==> config.mk <==
export PLATFORM = sky130hd
export DESIGN_NAME = uart_frame_writer
export DESIGN_NICKNAME = d
export VERILOG_FILES = /design/src/rtl/uart_frame_writer_pkg.sv /design/src/rtl/uart_frame_writer.sv
export SDC_FILE = /design/constraint.sdc
export NUM_CORES = 1
export LEC_CHECK = 0
export CAP_MARGIN = 10
export CORE_MARGIN = 2
export CORE_UTILIZATION = 53
export CTS_CLUSTER_DIAMETER = 120
export CTS_CLUSTER_SIZE = 28
export DETAILED_ROUTE_END_ITERATION = 6
export PLACE_DENSITY = 0.89
export REMOVE_ABC_BUFFERS = 1
export SYNTH_ARGS = -nofsm -noshare
export SYNTH_HDL_FRONTEND = slang
export SYNTH_SLANG_ARGS = --single-unit
==> constraint.sdc <==
create_clock -name i_clk -period 4 [get_ports i_clk]
set_input_delay 0.6 -clock i_clk [delete_from_list [all_inputs] [get_ports i_clk]]
set_output_delay 0.6 -clock i_clk [all_outputs]
set_load 0.02 [all_outputs]
==> src/rtl/uart_frame_writer_pkg.sv <==
// Shared defaults and state encoding for the UART frame writer.
package uart_frame_writer_pkg;

    localparam int DEFAULT_UART_FRAME_WRITER_UART_BUS_SIZE = 8;
    localparam int DEFAULT_UART_FRAME_WRITER_IN_BUS_SIZE   = 56;

    typedef enum logic [1:0] {
        UART_FRAME_WRITER_STATE_IDLE    = 2'b00,
        UART_FRAME_WRITER_STATE_SEND    = 2'b01,
        UART_FRAME_WRITER_STATE_WAIT_TX = 2'b10,
        UART_FRAME_WRITER_STATE_DONE    = 2'b11
    } frame_writer_state_t;

    // Byte counter width; a single-byte frame still needs one bit.
    function automatic int frame_cnt_width(input int n_bytes);
        return (n_bytes <= 1) ? 1 : $clog2(n_bytes);
    endfunction

endpackage

==> src/rtl/uart_frame_writer.sv <==
// Serializes one wide debugger frame into UART-width bytes, MSB first, and
// pulses o_wr_end once the transmitter has confirmed the last byte.
module uart_frame_writer
    import uart_frame_writer_pkg::*;
#(
    parameter int UART_BUS_SIZE    = DEFAULT_UART_FRAME_WRITER_UART_BUS_SIZE,
    parameter int DATA_IN_BUS_SIZE = DEFAULT_UART_FRAME_WRITER_IN_BUS_SIZE
) (
    input  logic                        i_clk,
    input  logic                        i_reset,
    input  logic                        i_start_wr,
    input  logic [DATA_IN_BUS_SIZE-1:0] i_data_wr,
    input  logic                        i_tx_done,
    output logic                        o_tx_start,
    output logic [UART_BUS_SIZE-1:0]    o_tx_data,
    output logic                        o_wr_end,
    output logic                        o_busy
);

    localparam int N     = DATA_IN_BUS_SIZE / UART_BUS_SIZE;
    localparam int CNT_W = frame_cnt_width(N);
    localparam logic [CNT_W-1:0] LAST_IDX = CNT_W'(N - 1);

    generate
        if ((DATA_IN_BUS_SIZE % UART_BUS_SIZE) != 0 || N < 1) begin : g_bad_width
            $error("DATA_IN_BUS_SIZE must be a non-zero multiple of UART_BUS_SIZE");
        end
    endgenerate

    frame_writer_state_t             state_reg, state_next;
    logic [DATA_IN_BUS_SIZE-1:0]     shift_reg, shift_next;
    logic [CNT_W-1:0]                cnt_reg, cnt_next;
    logic                            tx_start_reg, tx_start_next;
    logic [UART_BUS_SIZE-1:0]        tx_data_reg, tx_data_next;
    logic                            wr_end_reg, wr_end_next;
    logic                            busy_reg, busy_next;
    logic [DATA_IN_BUS_SIZE-1:0]     shift_advanced;

    assign shift_advanced = shift_reg << UART_BUS_SIZE;

    always_ff @(posedge i_clk) begin
        if (i_reset) begin
            state_reg    <= UART_FRAME_WRITER_STATE_IDLE;
            shift_reg    <= '0;
            cnt_reg      <= '0;
            tx_start_reg <= 1'b0;
            tx_data_reg  <= '0;
            wr_end_reg   <= 1'b0;
            busy_reg     <= 1'b0;
        end else begin
            state_reg    <= state_next;
            shift_reg    <= shift_next;
            cnt_reg      <= cnt_next;
            tx_start_reg <= tx_start_next;
            tx_data_reg  <= tx_data_next;
            wr_end_reg   <= wr_end_next;
            busy_reg     <= busy_next;
        end
    end

    // Outputs are computed on the transition into each state so the byte
    // request appears in the cycle the FSM enters SEND.
    always_comb begin
        state_next    = state_reg;
        shift_next    = shift_reg;
        cnt_next      = cnt_reg;
        tx_start_next = 1'b0;
        tx_data_next  = tx_data_reg;
        wr_end_next   = 1'b0;
        busy_next     = busy_reg;

        case (state_reg)
            UART_FRAME_WRITER_STATE_IDLE: begin
                if (i_start_wr) begin
                    state_next    = UART_FRAME_WRITER_STATE_SEND;
                    shift_next    = i_data_wr;
                    cnt_next      = LAST_IDX;
                    busy_next     = 1'b1;
                    tx_start_next = 1'b1;
                    tx_data_next  = i_data_wr[DATA_IN_BUS_SIZE-1 -: UART_BUS_SIZE];
                end
            end
            UART_FRAME_WRITER_STATE_SEND: begin
                state_next = UART_FRAME_WRITER_STATE_WAIT_TX;
            end
            UART_FRAME_WRITER_STATE_WAIT_TX: begin
                if (i_tx_done) begin
                    if (cnt_reg == '0) begin
                        state_next  = UART_FRAME_WRITER_STATE_DONE;
                        wr_end_next = 1'b1;
                    end else begin
                        state_next    = UART_FRAME_WRITER_STATE_SEND;
                        shift_next    = shift_advanced;
                        cnt_next      = cnt_reg - CNT_W'(1);
                        tx_start_next = 1'b1;
                        tx_data_next  = shift_advanced[DATA_IN_BUS_SIZE-1 -: UART_BUS_SIZE];
                    end
                end
            end
            UART_FRAME_WRITER_STATE_DONE: begin
                state_next = UART_FRAME_WRITER_STATE_IDLE;
                busy_next  = 1'b0;
            end
            default: begin
                state_next = UART_FRAME_WRITER_STATE_IDLE;
            end
        endcase
    end

    assign o_tx_start = tx_start_reg;
    assign o_tx_data  = tx_data_reg;
    assign o_wr_end   = wr_end_reg;
    assign o_busy     = busy_reg;

endmodule

==> metrics.csv, run 1 <==
stage;metric;value;unit
sta;rsz0062_at_grt;no;
sta;final_hold_viol_count;0;
final_layout;nFillCells;431;
cts;cts_tree;done;
pwr;finalPower;1.54;mW
final_layout;drive_above_1_share;7.99;%
worst_setup_path;critical_path_class;flop to flop;
worst_setup_path;cp_top_family;simple AND/OR/NAND/NOR gates;
sta;relSlewSlack;34.8;%
worst_hold_path;holdPathEnd;shift_reg[0];
global_route;antenna_found_initial;0;
drt;drc;0;
synthesis;synth_xor_area_share;0;%
global_route;grt_pass1_wl;10100;µm
synthesis;netlist_instances;280;
sta;worst_slack;1.48;ns
drt;first_pass_iters;4;
die;die_w;77.1;µm
drt;via_per_inst;5.63;
drt;wire_per_inst;15.0;µm
drt;via_count;2298;
drt;ant_nets;0;
drt;drt_iter0_markers;173;
final_layout;num_antenna_cells;0;
placement;place.detailed.hpwl;3790;µm
worst_setup_path;crit_path_max_fanout;60;
worst_hold_path;hold_depth;1;
sta;finalSetupViolations;0;
pwr;p_seq_share;49.5;%
die;rows;26;
worst_setup_path;rrSetupSlack;1.48;ns
placement;portBuffers;70;
synthesis;ys_seq_area_share;45.2;%
worst_setup_path;path_cells;nor4bb_4, or2_2, a311oi_2;
global_route;grt_pass1_vias;2161;
cts;cts.sinks;64;
worst_setup_path;cp_slowest_cell;dfxtp_4;
cts;cts_resized;0;
global_route;overflow;0;
worst_setup_path;r2r-end;cnt_reg[2];
worst_setup_path;cp.buffers_inverters;0;
global_route;grt_use_total;21.2;%
cts;cts_buffers;9;
sta;worst_pin_slew;0.979;ns
pwr;ir_drop;0.248;mV
synthesis;ys_types;24;
sta;fmax;0.397;GHz
worst_setup_path;r2r_start;state_reg[1];
final_layout;largest_reg_flops;48;
die;ios;71;
cts;cts_root_buffer;clkbuf_8;
cts;insertion_delay;0.33;ns
synthesis;synth.area.top_cells;dfxtp_1 (45%), mux2i_1 (17%), a211oi_1 (13%);
worst_setup_path;cp_data_required_time;4.16;ns
die;fp.dieH;77.1;µm
die;core-area;0.00514;mm²
final_layout;areaGrowthSynthToFinish;29.4;%
synthesis;synth_adder_area_share;0.883;%
placement;gp_congestion;0.731;
cts;clk_path_buf_depth;2;
synthesis;synth_edf_count;0;
status;status;complete, no violations;
pwr;switchingPower;430;µW
pwr;pwr-share-clk;30.6;%
synthesis;synthArstFlopShare;0;%
pwr;power.density;421;mW/mm²
cts;post_cts_buffers;0;
pwr;switching_share;27.9;%
synthesis;synth_top_area_cell;dfxtp_1;
synthesis;yosysWarningCount;0;
synthesis;synthMuxAreaShare;17.3;%
synthesis;synth_area;0.00283;mm²
synthesis;synth_top_area_share;45.2;%
synthesis;synth_flop_cell;dfxtp_1;
job;cap_violations;0;
die;start_util;55.1;%
worst_setup_path;worstSetupStartpointType;flop;
worst_hold_path;holdCritStartpoint;shift_reg[0];
pwr;internal_power;1.11;mW
sta;min_period_over_period;63.0;%
die;die_area;0.00595;mm²
synthesis;synth.avg_cell_area;10.1;µm²
cts;clk_pin_slew;0.07;ns
synthesis;synth_compound_area_share;17.4;%
final_layout;finalNetCount;395;
cts;h-tree-depth;3;
worst_setup_path;slowest_delay;0.98;ns
global_route;grt_max_degree;61;
cts;hold_buffers;0;
worst_setup_path;cp-end-kind;flop;
sta;maxSlewViolCount;0;
worst_setup_path;arrival;2.68;ns
placement;place_ws;1.39;ns
synthesis;ys_ff_latch;64;
drt;routed_wl;6130;µm
pwr;pwr-share-comb;19.9;%
worst_setup_path;ff2ff_path_depth;3;
worst_hold_path;hp-class;flop to flop;
synthesis;yosys.area_share.simple;13.2;%
pwr;leakage;1.26;nW
sta;fin_crit;2.52;ns
sta;skew;0.00586;ns
synthesis;synth_top_family_by_area;compound AO/OA/AOI/OAI gates;
[power by group through the flow]
| stage | logic [mW] | registers (mW) | clock network [mW] |
|---|---|---|---|
| floorplan | 0.177 | 0.778 | 0 |
| global placement | 0.298 | 0.774 | 0 |
| detailed placement | 0.308 | 0.778 | 0 |
| CTS | 0.309 | 0.764 | 0.483 |
| global route | 0.336 | 0.773 | 0.506 |
| finish | 0.307 | 0.764 | 0.472 |
[cell families after synthesis]
group                      Yosys count
adders and majority gates            2
DFF                                 64
AOI/OAI and AO/OA                   63
and+or+nand+nor                     68
muxes                               49
buffers and inverters               34
[layout by cell type (no fill, tap or decap), types with 2 or more instances in the layout]
cell type         n
a211oi_1         50
a21oi_1           2
a22o_1            8
a311oi_2          2
buf_4             3
clkbuf_1          2
clkbuf_8         10
clkdlybuf4s50_1  69
clkinv_2          4
dfxtp_1          63
ha_1              2
inv_1             3
mux2i_1          49
nand2_1           3
nand2b_1          3
nor2_1            4
nor3_1           50
nor3_2            2
[Yosys cell counts, types with 2 or more instances]
cell type	count
dfxtp_1	64
a211oi_1	50
nor3_1	50
mux2i_1	49
buf_2	15
clkbuf_1	11
a22o_1	8
nor2_1	4
buf_6	3
inv_1	3
nand2_1	3
nand2b_1	3
a21oi_1	2
a311oi_2	2
buf_1	2
ha_1	2
nor3_2	2
[routing by layer]
| layer | part of all wire, % | vias to the layer above | global-route usage, % |
|---|---|---|---|
| met5 | 0 | - | 0 |
| met4 | 2.2 | 0 | 12.9 |
| met3 | 5.3 | 12 | 4.71 |
| met2 | 47 | 75 | 31.6 |
| met1 | 46 | 1049 | 27.9 |
| li1 | - | 1162 | - |
[metrics by stage]
| stage | setup TNS, ns | std cells | area, µm² | hold slack (ns) | util [%] |
|---|---|---|---|---|---|
| after floorplan | -187.71 | 249 | 2680 | 0.442 | - |
| after global placement | 0 | 392 | 3500 | 0.455 | 68.1 |
| after detailed placement | 0 | 392 | 3500 | 0.459 | 68.1 |
| after CTS | 0 | 408 | 3670 | 0.479 | 71.3 |
| after global routing | 0 | 408 | 3670 | 0.495 | 71.3 |
| final | 0 | 408 | 3670 | 0.479 | 71.3 |
[worst reg2reg max path: stages, from the launching register on]
cell	delay (ns)
dfxtp_4	0.98
nor4bb_4	0.35
or2_2	0.80
a311oi_2	0.21
[worst max-delay path by stage]
stage / endpoint / start / cells past startpoint
global route: cnt_reg[2] / state_reg[1] / 3
global placement: cnt_reg[1] / i_tx_done / 4
floorplan: cnt_reg[1] / state_reg[1] / 3
finish: cnt_reg[2] / state_reg[1] / 3
detailed placement: cnt_reg[1] / i_tx_done / 4
CTS: cnt_reg[2] / state_reg[1] / 3
[layout make-up]
type,instances,area [µm²],share of cell area [%]
multi-input combinational,182,1400,38.2
sequential,64,1280,35.1
timing repair buffer,73,718,19.6
clock buffer,12,145,3.96
tap,70,87.6,2.39
clock inverter,4,20.0,0.546
inverter,3,11.3,0.307
(Power assumes the default switching activity.)
==> inputs of run 2 (changes only) <==
Settings changed: CORE_UTILIZATION 53 to 44, PLACE_DENSITY 0.89 to 0.8.
Clock period 4 ns to 2.1 ns, I/O delays scaled along.
==> run 2 against run 1 <==
Cell count grew 3.4%. Die area grew 19%. Maximum frequency grew 31%. Wire length grew 0.36%. Non-clock buffer count grew 8. Register-to-register slack lost 1.3 ns. Clock-buffer cell count grew 1. Sequential power grew 87%. Design area grew 4.3%. Largest cell class unchanged. Highest routed layer unchanged.
==> metrics.csv, run 2 (same netlist as run 1, synthesis figures left out) <==
stage;metric;value;unit;change
sta;fmax;0.519;GHz;was 0.397 GHz
worst_setup_path;cp_slowest_cell;dfxtp_1;;was dfxtp_4
cts;hold_buffers;0;;unchanged
pwr;ir_drop;0.575;mV;was 0.248 mV
cts;clk_path_buf_depth;2;;unchanged
cts;clk_pin_slew;0.07;ns;about the same
final_layout;largest_reg_flops;48;;unchanged
global_route;grt_pass1_vias;2155;;was 2161
status;status;complete, no violations;;unchanged
worst_setup_path;slowest_delay;0.34;ns;was 0.98 ns
die;die_area;0.00710;mm²;was 0.00595 mm²
drt;drt_iter0_markers;145;;was 173
worst_setup_path;cp_data_required_time;2.35;ns;was 4.16 ns
drt;via_per_inst;5.50;;was 5.63
global_route;grt_use_total;17.6;%;was 21.2%
worst_setup_path;path_cells;inv_1, ha_1, ha_1, nor4bb_4, buf_4, buf_4, nor3_1, a311oi_2;;was nor4bb_4, or2_2, a311oi_2
worst_setup_path;rrSetupSlack;0.17;ns;was 1.48 ns
placement;dp_cells;407;;was 392
placement;gp_congestion;0.729;;was 0.731
cts;cts_root_buffer;clkbuf_8;;unchanged
worst_hold_path;hp-class;input port to flop;;was flop to flop
final_layout;drive_above_1_share;10.1;%;was 7.99%
drt;via_count;2322;;was 2298
worst_setup_path;cp.buffers_inverters;3;;was 0
die;rows;29;;was 26
worst_setup_path;critical_path_class;flop to flop;;unchanged
placement;place.detailed.hpwl;3990;µm;was 3790 µm
drt;first_pass_iters;4;;unchanged
global_route;antenna_found_initial;0;;unchanged
final_layout;mostFrequentLayoutCells;clkdlybuf4s50_1 (69), dfxtp_1 (63), a211oi_1 (50), nor3_1 (50), mux2i_1 (49);;unchanged
worst_setup_path;cp_top_family;buffers and inverters;;was simple AND/OR/NAND/NOR gates
drt;wire_per_inst;14.6;µm;was 15.0 µm
sta;final_hold_viol_count;0;;unchanged
final_layout;finalNetCount;403;;was 395
cts;h-tree-depth;3;;unchanged
drt;ant_nets;0;;unchanged
pwr;leakage;1.33;nW;was 1.26 nW
worst_hold_path;holdCritStartpoint;i_reset;;was shift_reg[0]
sta;skew;0.00530;ns;was 0.00586 ns
sta;min_period_over_period;91.7;%;was 63.0%
worst_hold_path;hold_depth;2;;was 1
die;core-area;0.00628;mm²;was 0.00514 mm²
sta;relSlewSlack;62.9;%;was 34.8%
die;ios;71;;unchanged
sta;maxSlewViolCount;0;;unchanged
worst_setup_path;worstSetupStartpointType;flop;;unchanged
sta;fin_crit;1.93;ns;was 2.52 ns
worst_setup_path;arrival;2.17;ns;was 2.68 ns
final_layout;num_antenna_cells;0;;unchanged
cts;insertion_delay;0.33;ns;about the same
worst_setup_path;cp-end-kind;flop;;unchanged
cts;cts.sinks;64;;unchanged
die;start_util;45.1;%;was 55.1%
sta;worst_slack;0.175;ns;was 1.48 ns
die;fp.dieH;84.3;µm;was 77.1 µm
job;cap_violations;0;;unchanged
cts;cts_tree;done;;unchanged
worst_setup_path;crit_path_max_fanout;19;;was 60
cts;post_cts_buffers;0;;unchanged
worst_setup_path;r2r_start;cnt_reg[0];;was state_reg[1]
global_route;grt_pass1_wl;10100;µm;unchanged
worst_setup_path;ff2ff_path_depth;8;;was 3
pwr;power.density;832;mW/mm²;was 421 mW/mm²
cts;cts_buffers;9;;unchanged
sta;worst_pin_slew;0.553;ns;was 0.979 ns
drt;drc;0;;unchanged
placement;place_ws;0.144;ns;was 1.39 ns
final_layout;finalNonFillerCells;422;;was 408
final_layout;areaGrowthSynthToFinish;34.9;%;was 29.4%
worst_setup_path;r2r-end;cnt_reg[2];;unchanged
pwr;finalPower;3.18;mW;was 1.54 mW
drt;routed_wl;6150;µm;was 6130 µm
die;die_w;84.3;µm;was 77.1 µm
sta;finalSetupViolations;0;;unchanged
global_route;overflow;0;;unchanged
cts;cts_resized;0;;unchanged
placement;portBuffers;70;;unchanged
sta;rsz0062_at_grt;no;;unchanged
final_layout;layout_commonest_cell;clkdlybuf4s50_1;;unchanged
worst_hold_path;holdPathEnd;o_busy;;was shift_reg[0]
global_route;grt_max_degree;51;;was 61
-- run 2: per-stage QoR --
stage	area, µm²	utilization (%)	setup TNS [ns]	hold WS [ns]
2_1_floorplan	2680	-	-301.06	0.383
3_3_place_gp	3610	57.5	0	0.457
3_5_place_dp	3610	57.5	0	0.458
4_1_cts	3820	60.9	0	0.305
5_1_grt	3820	60.9	0	0.319
6_report	3820	60.9	0	0.319
-- run 2: metal layers --
metal  GRT usage [%]  up-vias  part of all wire (%)  wire length [µm]
met5               0        -                     0                 0
met4            5.57        0                   1.3                83
met3            6.29        8                   6.0               372
met2            26.7       65                    44              2690
met1            23.4     1070                    49              3010
li1                -     1179                     -                 -
-- run 2: where the power goes --
| group | switching (mW) | internal [mW] |
|---|---|---|
| sequential | 0.0812 | 1.34 |
| clock | 0.433 | 0.677 |
| combinational | 0.295 | 0.347 |
| total | 0.810 | 2.37 |
-- run 2: worst max-delay path by stage --
stage	depth (start not counted)	slack (ns)	startpoint	end
floorplan	3	-5.32	state_reg[1]	cnt_reg[1]
finish	8	0.17	cnt_reg[0]	cnt_reg[2]
global route	8	0.002	cnt_reg[0]	shift_reg[13]
detailed placement	6	0.14	i_start_wr	shift_reg[43]
CTS	8	0.16	cnt_reg[0]	cnt_reg[2]
global placement	6	0.19	i_tx_done	cnt_reg[2]
-- run 2: worst register-to-register path, stage by stage, from the launching register on --
cell and delay, ns:
dfxtp_1 0.34, inv_1 0.06, ha_1 0.20, ha_1 0.23
nor4bb_4 0.28, buf_4 0.18, buf_4 0.23, nor3_1 0.09
a311oi_2 0.23
-- run 2: final cells by class --
type / count / area [µm²]
fill: 547 / 2450
multi-input combinational: 182 / 1400
sequential: 64 / 1280
timing repair buffer: 81 / 816
clock buffer: 13 / 180
tap: 77 / 96.3
clock inverter: 2 / 35.0
inverter: 3 / 11.3
==> inputs of run 3 (changes only) <==
Settings changed: CTS_CLUSTER_DIAMETER 120 to 200.
==> results of run 3 <==
The final DEF is identical to that of run 2; final timing and power are the same.
==> edit 1, RTL diff (config.mk and constraints of run 2) <==
Take the reset off `shift_reg` and load it in a clocked block of its own.
--- a/src/rtl/uart_frame_writer.sv
+++ b/src/rtl/uart_frame_writer.sv
@@ -41,7 +41,6 @@
     always_ff @(posedge i_clk) begin
         if (i_reset) begin
             state_reg    <= UART_FRAME_WRITER_STATE_IDLE;
-            shift_reg    <= '0;
             cnt_reg      <= '0;
             tx_start_reg <= 1'b0;
             tx_data_reg  <= '0;
@@ -49,13 +48,16 @@
             busy_reg     <= 1'b0;
         end else begin
             state_reg    <= state_next;
-            shift_reg    <= shift_next;
             cnt_reg      <= cnt_next;
             tx_start_reg <= tx_start_next;
             tx_data_reg  <= tx_data_next;
             wr_end_reg   <= wr_end_next;
             busy_reg     <= busy_next;
         end
+    end
+
+    always_ff @(posedge i_clk) begin
+        shift_reg <= shift_next;
     end
 
     // Outputs are computed on the transition into each state so the byte
Formal check against the unedited RTL: no difference found for any inputs over 10 cycles, from zero or initial values and one cycle with i_reset high; that may be too few to reach the edited logic, so the function may still have changed.
==> edit 1 against run 2 <==
  * Critical path depth fell by 2
  * Critical endpoint is now shift_reg[5]
  * Sequential cell count did not move
  * Cell area shrank 2.0%
  * Global-route usage decreased by 2.9 points
  * Clock skew is 0.0032 ns higher
  * Total power shrank 5.0%
  * Setup slack better by 0.024 ns
  * Synthesized cell count is 36% lower
  * Largest power group unchanged
  * Combinational power decreased by 28%
  * Area after synthesis is 1.5% lower
  * Core utilization is 0.85 points lower
  * Wire length decreased by 21%
  * Count of clock-buffer cells in the layout is 3 lower
==> edit 1: results (changes against run 2) <==
| Metric | Value |
|---|---|
| 1st-iter DRT viols | 65 (was 145) |
| Number of distinct library cells after synthesis | 27 (was 24) |
| Largest net degree at the start of global routing | 48 (was 51) |
| WL met2 | 2310 um (was 2690 um) |
| Routability Congestion | 0.785 (was 0.729) |
| Layout Utilization | 60.0% (was 60.9%) |
| Met3 wire length | 418 um (was 372 um) |
| Top post-synthesis cells by area | edfxtp_1, mux2_2, dfxtp_1, mux2i_1, buf_6 (was dfxtp_1, mux2i_1, a211oi_1, nor3_1, buf_2) |
| Post-synth EDFFs | 48 (was 0) |
| Rel. slew slack | 57.8% (was 62.9%) |
| Met1 Wirelength | 2060 um (was 3010 um) |
| Most frequent cells after synthesis | edfxtp_1, mux2_2, dfxtp_1, mux2i_1, nor2b_1 (was dfxtp_1, a211oi_1, nor3_1, mux2i_1, buf_2) |
| Sw frac | 23.2% (was 25.5%) |
| CP Max Fanout | 17 (was 19) |
| Hold Crit Start | cnt_reg[1] (was i_reset) |
| Outcome | complete, no violations (unchanged) |
| Pleak | 1.28 nW (was 1.33 nW) |
| First-pass GRT wire length | 7990 um (was 10100 um) |
| Clk_skew | 0.00850 ns (was 0.00530 ns) |
| DP Area | 0.00356 mm^2 (was 0.00361 mm^2) |
| Comb power | 0.464 mW (was 0.642 mW) |
| GRT Total Usage | 14.7% (was 17.6%) |
| Routed len/inst | 14.4 um (was 14.6 um) |
| Maximum vdd ir drop | 531 uV (was 575 uV) |
| # placed instances | 320 (was 407) |
| DP HPWL | 3300 um (was 3990 um) |
| Fillers | 516 (was 547) |
| Cells after Synth | 179 (was 280) |
| Routing usage on met2 | 23.7% (was 26.7%) |
| Drt via density | 5.03 (was 5.50) |
| Sequential share of power | 51.3% (was 44.9%) |
| Combinational power share | 15.4% (was 20.2%) |
| Seq/Total Area, Yosys | 63.1% (was 45.2%) |
| CP arrival | 1.92 ns (was 2.17 ns) |
| Fraction of layout cells with a size suffix above 1 | 25.5% (was 10.1%) |
==> edit 1: final timing paths <==
path | to | slack [ns] | cells past startpoint
setup / recovery | shift_reg[5] | 0.20 | 6
hold reg to reg | cnt_reg[1] | 0.47 | 1
hold / removal | cnt_reg[1] | 0.47 | 1
setup reg to reg | shift_reg[5] | 0.20 | 6
==> edit 1: kinds of logic (layout without fill, tap and decap cells) <==
kind of cell             Yosys count  in the layout  synth area share [%]
AO/OA/AOI/OAI                     15             15                  4.08
adder cells (fa/ha/maj)            2              2                 0.896
buffers and inverters             16             96                  4.52
flip-flops                        64             64                  63.1
multiplexers                      50             50                  19.7
AND/OR/NAND/NOR                   32             32                  7.71
==> edit 1: final cells by class <==
type	count	share of cell area (%)
Clock buffer	10	3.41
Inverter	3	0.301
Clock inverter	6	1.60
Tap cell	77	2.57
Sequential cell	64	47.0
Timing Repair Buffer	77	20.8
Multi-Input combinational cell	99	24.3
==> edit 2, RTL diff (flow settings as in run 2) <==
Without the edit above. `DEFAULT_UART_FRAME_WRITER_UART_BUS_SIZE`: 8 -> 4.
--- a/src/rtl/uart_frame_writer_pkg.sv
+++ b/src/rtl/uart_frame_writer_pkg.sv
@@ -1,7 +1,7 @@
 // Shared defaults and state encoding for the UART frame writer.
 package uart_frame_writer_pkg;
 
-    localparam int DEFAULT_UART_FRAME_WRITER_UART_BUS_SIZE = 8;
+    localparam int DEFAULT_UART_FRAME_WRITER_UART_BUS_SIZE = 4;
     localparam int DEFAULT_UART_FRAME_WRITER_IN_BUS_SIZE   = 56;
 
     typedef enum logic [1:0] {
Interface: changed (resized o_tx_data); port bits go from 71 to 67. No check against the original RTL was run, so the function may have changed too.
==> edit 2 against run 2 <==
  * Count of clock-buffer cells in the layout decreased by 1
  * Area after synthesis is 11% higher
  * Combinational power grew 14%
  * Setup slack improved by 0.078 ns
  * Total power rose by 1.8%
  * Wire length rose by 18%
  * Clock power shrank 5%
  * Synthesized cell count rose by 11%
  * Maximum frequency is 4.2% higher
  * Cell area rose by 6.4%
  * Sequential cell count up 1
  * Sequential share of layout area is 1.5 points lower
  * Critical path type unchanged
==> edit 2: results (changes against run 2) <==
| Metric | Value |
|---|---|
| Outcome | complete, no violations (unchanged) |
| Top post-synthesis cells by area | dfxtp_1, a211oi_1, mux2i_1, clkbuf_1, buf_2 (was dfxtp_1, mux2i_1, a211oi_1, nor3_1, buf_2) |
| Number of distinct library cells after synthesis | 28 (was 24) |
| Seq/Total Area, Yosys | 41.5% (was 45.2%) |
| First-pass GRT wire length | 12500 um (was 10100 um) |
| CP Max Fanout | 28 (was 19) |
| 1st-iter DRT viols | 129 (was 145) |
| Met1 GRT Util | 25.7% (was 23.4%) |
| Fmax | 541 MHz (was 519 MHz) |
| Cells after Synth | 311 (was 280) |
| Largest net degree at the start of global routing | 38 (was 51) |
| Clk_skew | 0.0113 ns (was 0.00530 ns) |
| Max stage delay cell, worst path | or3b_2 (was dfxtp_1) |
| Pleak | 1.34 nW (was 1.33 nW) |
| Routed len/inst | 15.8 um (was 14.6 um) |
| Routing usage on met2 | 33.8% (was 26.7%) |
| Worst path max stage delay | 0.47 ns (was 0.34 ns) |
| Fraction of layout cells with a size suffix above 1 | 9.59% (was 10.1%) |
| GR Layer Usage met3 | 4.76% (was 6.29%) |
| Least-Margin Pin Slew | 0.726 ns (was 0.553 ns) |
| DP Area | 0.00387 mm^2 (was 0.00361 mm^2) |
| GRT Total Usage | 20.0% (was 17.6%) |
| DP HPWL | 4550 um (was 3990 um) |
| Design Area, Final | 0.00407 mm^2 (was 0.00382 mm^2) |
| Maximum vdd ir drop | 411 uV (was 575 uV) |
| Largest register FFs | 52 (was 48) |
| Finished Layout Cells | 461 (was 422) |
| # placed instances | 446 (was 407) |
| Drt via density | 5.78 (was 5.50) |
| CP delay by family, top | simple AND/OR/NAND/NOR gates (was buffers and inverters) |
| Hold Path Class | reg -> reg (was in -> reg) |
| Routability Congestion | 0.818 (was 0.729) |
| Post-Place Worst Slack | 0.146 ns (was 0.144 ns) |
## edit 2: cell types whose count changed after synthesis, sizes merged, moves of 2 or more
cell / before / now
a211oi: 50 / 106
a311oi: 2 / 0
o21ai: 0 / 2
mux2i: 49 / 53
nand2: 3 / 6
clkbuf: 11 / 17
a21oi: 2 / 8
nor3: 52 / 5
o211ai: 0 / 4
nand2b: 3 / 0
buf: 20 / 23
a22o: 8 / 0
## edit 2: power by group
group,switching [mW],internal [mW],total [mW],leakage (nW)
registers,0.0784,1.37,1.44,0.539
logic,0.370,0.364,0.734,0.695
clock network,0.455,0.603,1.06,0.102
total,0.904,2.33,3.24,1.34
## edit 2: path summary, 6_finish.rpt
check | startpoint | endpoint | depth (start not counted)
max | cnt_reg[0] | state_reg[1] | 6
min | shift_reg[0] | shift_reg[0] | 2
max reg2reg | cnt_reg[0] | state_reg[1] | 6
min reg2reg | shift_reg[0] | shift_reg[0] | 2
## edit 2: tightest hold or removal path, cell delays in order, from the launching register on
cell	delay [ns]
dfxtp_1	0.31
o211ai_1	0.09
a21oi_1	0.07
## edit 2: cell type report
cell class,instances,share of cell area (%)
Sequential cell,65,32.1
Inverter,4,0.369
Timing Repair Buffer,79,20.1
Clock buffer,12,3.82
Tap cell,96,2.95
Clock inverter,3,0.985
Multi-Input combinational cell,202,39.7
## edit 2: per-layer routing
layer | vias to the layer above | share of wire (%)
met3 | 4 | 4.9
met1 | 1264 | 45
li1 | 1317 | -
met5 | - | 0
met2 | 78 | 50
met4 | 0 | 0.30
## edit 2: cell families after synthesis
group	count (synthesis)	synth area share [%]
simple gates	25	4.83
flops	65	41.5
fa+ha+maj	1	0.399
mux	53	16.9
compound gates	123	28.9
buf+inv	44	7.43
